### config.mk
export PLATFORM = sky130hd
export DESIGN_NAME = ex_mem_skid_reg
export DESIGN_NICKNAME = d
export VERILOG_FILES = /design/src/rtl/ex_mem_skid_reg.sv
export SDC_FILE = /design/constraint.sdc
export NUM_CORES = 1
export LEC_CHECK = 0
export BUFFER_PORTS_ARGS = -buffer_cell sky130_fd_sc_hd__buf_2
export CAP_MARGIN = 20
export CORE_AREA = 2 2 218 220
export CTS_CLUSTER_SIZE = 14
export DETAILED_ROUTE_END_ITERATION = 12
export DIE_AREA = 0 0 220 222
export PLACE_DENSITY_LB_ADDON = 0.2
export RECOVER_POWER = 50
export SETUP_SLACK_MARGIN = 0.2
export SYNTH_ARGS = -nofsm -noshare
export SYNTH_HDL_FRONTEND = slang
export SYNTH_SLANG_ARGS = --single-unit
export TNS_END_PERCENT = 10
### constraint.sdc
create_clock -name clk -period 2.01 [get_ports clk]
set_input_delay 0.402 -clock clk [delete_from_list [all_inputs] [get_ports clk]]
set_output_delay 0.402 -clock clk [all_outputs]
set_load 0.005 [all_outputs]
### src/rtl/ex_mem_skid_reg.sv
// EX/MEM pipeline register with a valid/ready handshake and a two-entry skid buffer.
// The registered in_ready breaks the combinational ready path; stall_cnt saturates.
module ex_mem_skid_reg #(
  parameter int XLEN    = 64,
  parameter int RADDR_W = 5,
  parameter int FUNC_W  = 4,
  parameter int CNT_W   = 16
) (
  input  logic               clk,
  input  logic               rst_n,
  input  logic               flush,
  input  logic               in_valid,
  output logic               in_ready,
  input  logic [XLEN-1:0]    in_addsum,
  input  logic [XLEN-1:0]    in_alures,
  input  logic [XLEN-1:0]    in_rd2,
  input  logic [XLEN-1:0]    in_wdata,
  input  logic               in_zero,
  input  logic               in_gt,
  input  logic [RADDR_W-1:0] in_rd,
  input  logic [FUNC_W-1:0]  in_func,
  input  logic               in_regwrite,
  input  logic               in_memtoreg,
  input  logic               in_branch,
  input  logic               in_memread,
  input  logic               in_memwrite,
  output logic               out_valid,
  input  logic               out_ready,
  output logic [XLEN-1:0]    out_addsum,
  output logic [XLEN-1:0]    out_alures,
  output logic [XLEN-1:0]    out_rd2,
  output logic [XLEN-1:0]    out_wdata,
  output logic               out_zero,
  output logic               out_gt,
  output logic [RADDR_W-1:0] out_rd,
  output logic [FUNC_W-1:0]  out_func,
  output logic               out_regwrite,
  output logic               out_memtoreg,
  output logic               out_branch,
  output logic               out_memread,
  output logic               out_memwrite,
  output logic [CNT_W-1:0]   stall_cnt
);

  localparam int PW = 4 * XLEN + 2 + RADDR_W + FUNC_W + 5;

  // Bit 0 is the MAIN valid bit, bit 1 the SKID valid bit.
  typedef enum logic [1:0] {
    EMPTY = 2'b00,
    ONE   = 2'b01,
    TWO   = 2'b11
  } state_t;

  state_t        state, state_n;
  logic [PW-1:0] main_q, skid_q, in_pl;
  logic [4:0]    main_ctrl;
  logic          push, pop;
  logic          load_main, load_skid, skid_to_main;

  assign in_pl = {in_addsum, in_alures, in_rd2, in_wdata, in_zero, in_gt, in_rd, in_func,
                  in_regwrite, in_memtoreg, in_branch, in_memread, in_memwrite};

  assign {out_addsum, out_alures, out_rd2, out_wdata, out_zero, out_gt, out_rd, out_func,
          main_ctrl} = main_q;

  assign out_valid    = state[0];
  assign out_regwrite = main_ctrl[4] & out_valid;
  assign out_memtoreg = main_ctrl[3] & out_valid;
  assign out_branch   = main_ctrl[2] & out_valid;
  assign out_memread  = main_ctrl[1] & out_valid;
  assign out_memwrite = main_ctrl[0] & out_valid;

  assign push = in_valid & in_ready;
  assign pop  = out_valid & out_ready;

  always_comb begin
    state_n      = state;
    load_main    = 1'b0;
    load_skid    = 1'b0;
    skid_to_main = 1'b0;
    case (state)
      EMPTY: begin
        if (push) begin
          load_main = 1'b1;
          state_n   = ONE;
        end
      end
      ONE: begin
        if (push && pop) begin
          load_main = 1'b1;
        end else if (push) begin
          load_skid = 1'b1;
          state_n   = TWO;
        end else if (pop) begin
          state_n = EMPTY;
        end
      end
      TWO: begin
        if (pop) begin
          skid_to_main = 1'b1;
          state_n      = ONE;
        end
      end
      default: state_n = EMPTY;
    endcase
  end

  always_ff @(posedge clk) begin
    if (!rst_n) begin
      state     <= EMPTY;
      main_q    <= '0;
      skid_q    <= '0;
      in_ready  <= 1'b1;
      stall_cnt <= '0;
    end else if (flush) begin
      state    <= EMPTY;
      main_q   <= '0;
      skid_q   <= '0;
      in_ready <= 1'b1;
    end else begin
      state    <= state_n;
      in_ready <= (state_n != TWO);
      if (load_main) begin
        main_q <= in_pl;
      end else if (skid_to_main) begin
        main_q <= skid_q;
      end
      if (load_skid) begin
        skid_q <= in_pl;
      end
      if (out_valid && !out_ready && (stall_cnt != {CNT_W{1'b1}})) begin
        stall_cnt <= stall_cnt + CNT_W'(1);
      end
    end
  end

endmodule

* Yosys cells after proc, flatten, opt, wreduce, memory -nomap -nowiden
Index checks and enable logic that the tools add are counted.
** Storage, ports and cells
- Flip-flop bits (word level) :: 563
- Input bits :: 277
- Output and inout port bits :: 290
- Logic and storage cells :: 42
** Operators by class
- Add/subtract/negate cells :: 1
- Equal/unequal tests :: 4
- Multiplexer cells :: 15
- Bitwise gates (word level) :: 9
- Reduce and logical (&&, ||, !) cells :: 8
** Operators by type and width (number)
- $mux W272 :: 2
- $add A16 B1 Y16 const B :: 1
- $ne A16 B16 Y1 const B :: 1
- $mux W2 :: 5
- $and A1 B1 Y1 :: 7
- $mux W1 :: 6
- $pmux W2 S3 :: 1
- $logic_and A1 B1 Y1 :: 3
- $eq A2 B1 Y1 const B :: 1
- $eq A2 B2 Y1 const B :: 1
- $logic_not A2 Y1 :: 1
- $ne A2 B2 Y1 const B :: 1
- $not A1 Y1 :: 2
- $pmux W1 S2 :: 1
- $reduce_and A2 Y1 :: 1
- $reduce_bool A2 Y1 :: 1
- $reduce_or A2 Y1 :: 1
- $logic_not A1 Y1 :: 1

* Logic depth before layout (Yosys ltp)
- Depth in word-level cells :: 6
- Gate-level depth with buffers :: 7
- Gate-level depth less buffers :: 5

* Worst setup path before layout
OpenSTA, ideal clock, no wires.
- Kind :: flip-flop to flip-flop
- Start point :: register stall_cnt[0]
- End point :: register stall_cnt[0]
- Data arrival time :: 1.575 ns
- Path slack :: 0.304 ns
- Cell stages (with the launch flop) :: 7
- Buffers on the path :: 1
- Period minus slack after synthesis :: 1.706 ns
- Cell sequence :: dfxtp_1 -> ha_1 -> nand3_1 -> nor4b_1 -> buf_2 -> nor3_1 -> mux2i_1
** On the way
- Longest elaborated chain between the ends :: 3
** Ends and longest elaborated chain
- start: declaration :: line 42 : output logic [CNT_W-1:0] stall_cnt
- start signal: assignment :: line 132 : stall_cnt <= stall_cnt + CNT_W'(1);
- branches (longest 3 deep; another with $add A16 B1 Y16)
Parallel ways; which one is timed is not known.
A chain may end at the register's enable or synchronous reset.

* Worst setup path in the final report
- Start point :: register state[0]
- End point :: register main_q[106]
** On the way
- Longest elaborated chain between the ends :: 5
** Ends and longest elaborated chain
- start: declaration :: line 54 : state_t state, state_n;
- start signal: assignment :: line 121 : state <= state_n;
- $and A1 B1 Y1 :: line 74 : assign pop = out_valid & out_ready;
- $logic_and A1 B1 Y1 :: line 89 : if (push && pop) begin
- $mux W1 :: line 89
- $pmux W1 S2 :: line 81 : case (state)
- $mux W272 or $reduce_bool A2 Y1 (tied branches)
- end signal: assignment :: line 124 : main_q <= in_pl;
- end signal: assignment :: line 126 : main_q <= skid_q;
- end: declaration :: line 55 : logic [PW-1:0] main_q, skid_q, in_pl;
Several ways; a longest one is shown, not always the timed one.

==> flow_results.org <==
** Logic synthesis
- Most common flop cell mapped by yosys :: dfxtp_1
- In this run, synthesis inferred 0 flip-flops with an integrated enable.
- The share of synthesized area in the top cell type comes to 0.491.
- Synthesized net count :: 3074
- After synthesis, the share of flip-flops with an asynchronous set or reset is 0.
- Synth warnings :: 0
- After synthesis, the cell types taking the most area are dfxtp_1 49%, nand2_1 13%, a21oi_1 12%.
- In this run, distinct cell masters in the synthesized netlist total 34.
- Each instance of the synthesized netlist takes up on average 8.21 µm².
- Post-synth top cells :: 822 x nand2_1, 563 x dfxtp_1, 558 x a21oi_1
- The mapped netlist covers 23000 µm².
- Most instantiated library cell after synthesis :: nand2_1
- Mapped Cells :: 2796
- For this run, the register share of the synthesized area comes to 0.491.
- Flops & latches, synth :: 563
- The largest total area in the synthesized netlist belongs to dfxtp_1.

** Timing
- Counting I/O delays and the setup requirement, the final critical path takes 1.82 ns.
- RSZ-0062 raised after global routing :: yes
- Final period utilization :: 0.906
- Number of setup violations in the final report :: 0
- Hold Vio Cnt, Final :: 0
- At the pin with the least slew margin, the transition time is 0.509 ns.
- For the final database, setup skew stands at 0.0194 ns.
- Tightest slew margin relative to the limit :: 0.660
- The number of pins with negative max-slew slack in the final report is 0.
- Maximum operating frequency :: 549 MHz
- Setup total negative slack on the finished layout was measured at 0 ns.

** Worst setup path
- Counting both buffers and inverters, the worst setup path holds a total of 2.
- Cell depth of the worst flop-to-flop path :: 6
- Along the worst path, the maximum fanout reaches 31.
- The setup check on the worst reg-to-reg path leaves a slack of 0.19 ns.
- Arrival time reported for the critical path endpoint :: 2.35 ns
- Critical-path cell with the highest stage delay :: dfxtp_1
- At the worst endpoint, the required time is 2.54 ns.
- Startpoint Class :: flip-flop
- Critical Setup Path Class :: flip-flop to flip-flop
- The signal on the critical path passes through nor2b_1 -> or3_4 -> buf_6 -> buf_4 -> nand2_1 -> a21oi_1.
- Delay of the slowest cell on the worst path :: 0.35 ns
- The most critical setup path has its startpoint at state[0].
- Launch point of the worst reg-to-reg path :: state[0]
- In this run the critical register-to-register path is captured at main_q[106].
- The worst setup path is captured at a flip-flop.
- In this design, the largest share of critical-path delay is due to simple AND/OR/NAND/NOR gates.

** Power and ir drop
- Static power due to leakage :: 0.00926 µW
- Across the VDD grid, the largest voltage drop is 0.000636 V.
- Power per Cell Area :: 889 nW/µm²

** Run status
- The flow ran to the end, and the final reports show no timing, DRC or antenna violations.

** Global route
- Entering global routing, the biggest net connects 87 pins.
- The initial antenna violation count was 25.
- Total global routing track utilization :: 0.273
- Vias in the first global route :: 20000
- Global routing finished with a remaining overflow of 0.
- The first global-routing pass estimated 109000 µm of wire.

** Drt
- In the final routed layout, each cell accounts on average for 19.4 µm.
- Total wire length :: 71600 µm
- Remaining DRCs :: 0
- Ratio of routed vias to standard cells :: 5.74
- Violation count after the first detailed-route iteration :: 1873
- In this run the remaining antenna-violating nets after routing total 0.
- Detailed-route via count :: 21200
- The pre-antenna-repair detailed-routing pass consisted of 6 iterations.

** Clock network
- Clock edge transition at the registers on the reported setup and hold paths :: 0.06 ns
- The longest clock path from root to sink contains 3 buffers.
- TritonCTS built the clock tree.
- Clock tree synthesis selected as its root buffer the cell clkbuf_16.
- CTS saw 563 sinks.
- The clock tree synthesis step divided the H-tree into 2 levels.
- TritonCTS created 57 clock buffers.
- Source-to-sink clock delay at the later pin of the worst-skew pair :: 0.61 ns

** Min path
- The worst hold path begins at in_addsum[44].
- Hold-critical path depth :: 3
- Min-Delay Endpoint :: skid_q[252]
- The min-delay analysis places its worst path in the category input pin to flip-flop.

** Floorplanning
- Overall die area :: 48800 µm²
- In this run the vertical extent of the chip is 222 µm.
- The initial utilization of the core area, before any placement, comes to 0.496.
- The floorplan step set the die width to 220 µm.
- The region available for standard cell placement spans 46300 µm².
- Number of rows in the core area :: 79
- Pin placement for this block handled 567 I/O pins.

** Final layout
- Layout Cells excl Fill :: 3687
- After the last flow step, the layout net total stands at 3308.
- Compared with the post-synthesis result, the final layout area differs by 16.8%.
- Fraction of final layout cells with drive strength greater than 1 :: 0.187

** Run
- Max-cap violations :: 0

** Placement
- During placement, the flow inserted port buffers numbering 566.
- The congestion estimate from routability-driven global placement came to 0.866.
- The number of placed instances, taps included, is 3562.
- Total half-perimeter wirelength after legalization and detailed placement :: 47600 µm
-- per-layer routing --
metal,part of all wire,track usage,vias to the layer above,wire [µm]
met3,0.084,0.0689,176,5990
met2,0.48,0.450,876,34100
met1,0.40,0.337,10200,28700
li1,-,-,9909,-
met4,0.037,0.120,24,2680
met5,0.0022,0,-,161
-- worst max path at each step --
stage                              end  depth (start not counted)  slack (ns)
after floorplan           stall_cnt[0]                          6        0.30
after CTS                 out_regwrite                          3        0.21
after global routing       main_q[137]                          6        0.07
final                      main_q[106]                          6        0.19
after global placement      main_q[69]                          7        0.18
after detailed placement   main_q[106]                          7        0.12
-- sequential cells by signal (all words and copies together), names as in the netlist --
register,count
state,2
stall_cnt,16
skid_q,272
in_ready,1
main_q,272
-- placed cells by master (no fill, tap or decap), drive strengths merged, types with 2 or more instances in the layout --
cell      count
a21oi       558
and2          5
and3          2
and4          2
buf         474
clkbuf      295
clkinv        5
clkinvlp      3
dfxtp       563
diode        14
inv           4
mux2i         2
nand2       822
nand2b        3
nand3         4
nand4         8
nor2          4
nor2b         2
nor3          5
o21ai         9
o221ai      272
o31ai         2
o41ai         2
or3           9
or4           2
-- layout make-up --
type	instances	area (µm²)
clock inverter	9	56.3
timing repair buffer	683	4170
sequential	563	11300
multi-input combinational	1722	8760
tap	607	759
antenna	14	35.0
clock buffer	86	1750
inverter	3	11.3
fill	4243	19400
-- metrics by stage --
stage / total power [µW] / setup WS (ns) / hold WS (ns) / area [µm²] / util
finish: 23800 / 0.188 / 0.0395 / 26800 / 0.580
global route: 24700 / 0.0678 / 0.0223 / 26800 / 0.580
CTS: 24000 / 0.214 / 0.00251 / 26900 / 0.581
detailed placement: 13800 / 0.116 / 0.440 / 25100 / 0.542
global placement: 13700 / 0.180 / 0.435 / 25100 / 0.542
floorplan: 12800 / 0.304 / 0.427 / 23000 / -
-- what timing repair did --
item	4_1_cts	5_1_grt
setup endpoints to repair	8	314
hold buffers	0	0
pin swaps	0	2
resized for setup	2	8
gates cloned	0	4
setup buffers	1	11
-- worst min-delay path, stage by stage --
cell	delay (ns)
buf_2	0.11
nand2_1	0.05
a21oi_1	0.05
-- logic make-up after synthesis --
| family | synth area share |
|---|---|
| AOI/OAI and AO/OA | 0.229 |
| DFF | 0.491 |
| xor gates and xnor gates | 0.000381 |
| adders and majority gates | 0.000545 |
| and+or+nand+nor | 0.149 |
| buffers and inverters | 0.129 |
| muxes | 0.000872 |
-- report_power, final --
group | internal (µW) | total, µW | switching (µW) | leakage [µW]
Combinational | 826 | 2110 | 1290 | 0.00382
Clock | 5930 | 10300 | 4350 | 0.000886
Sequential | 11300 | 11500 | 105 | 0.00455
Total | 18100 | 23800 | 5750 | 0.00926
(Power assumes the default switching activity.)
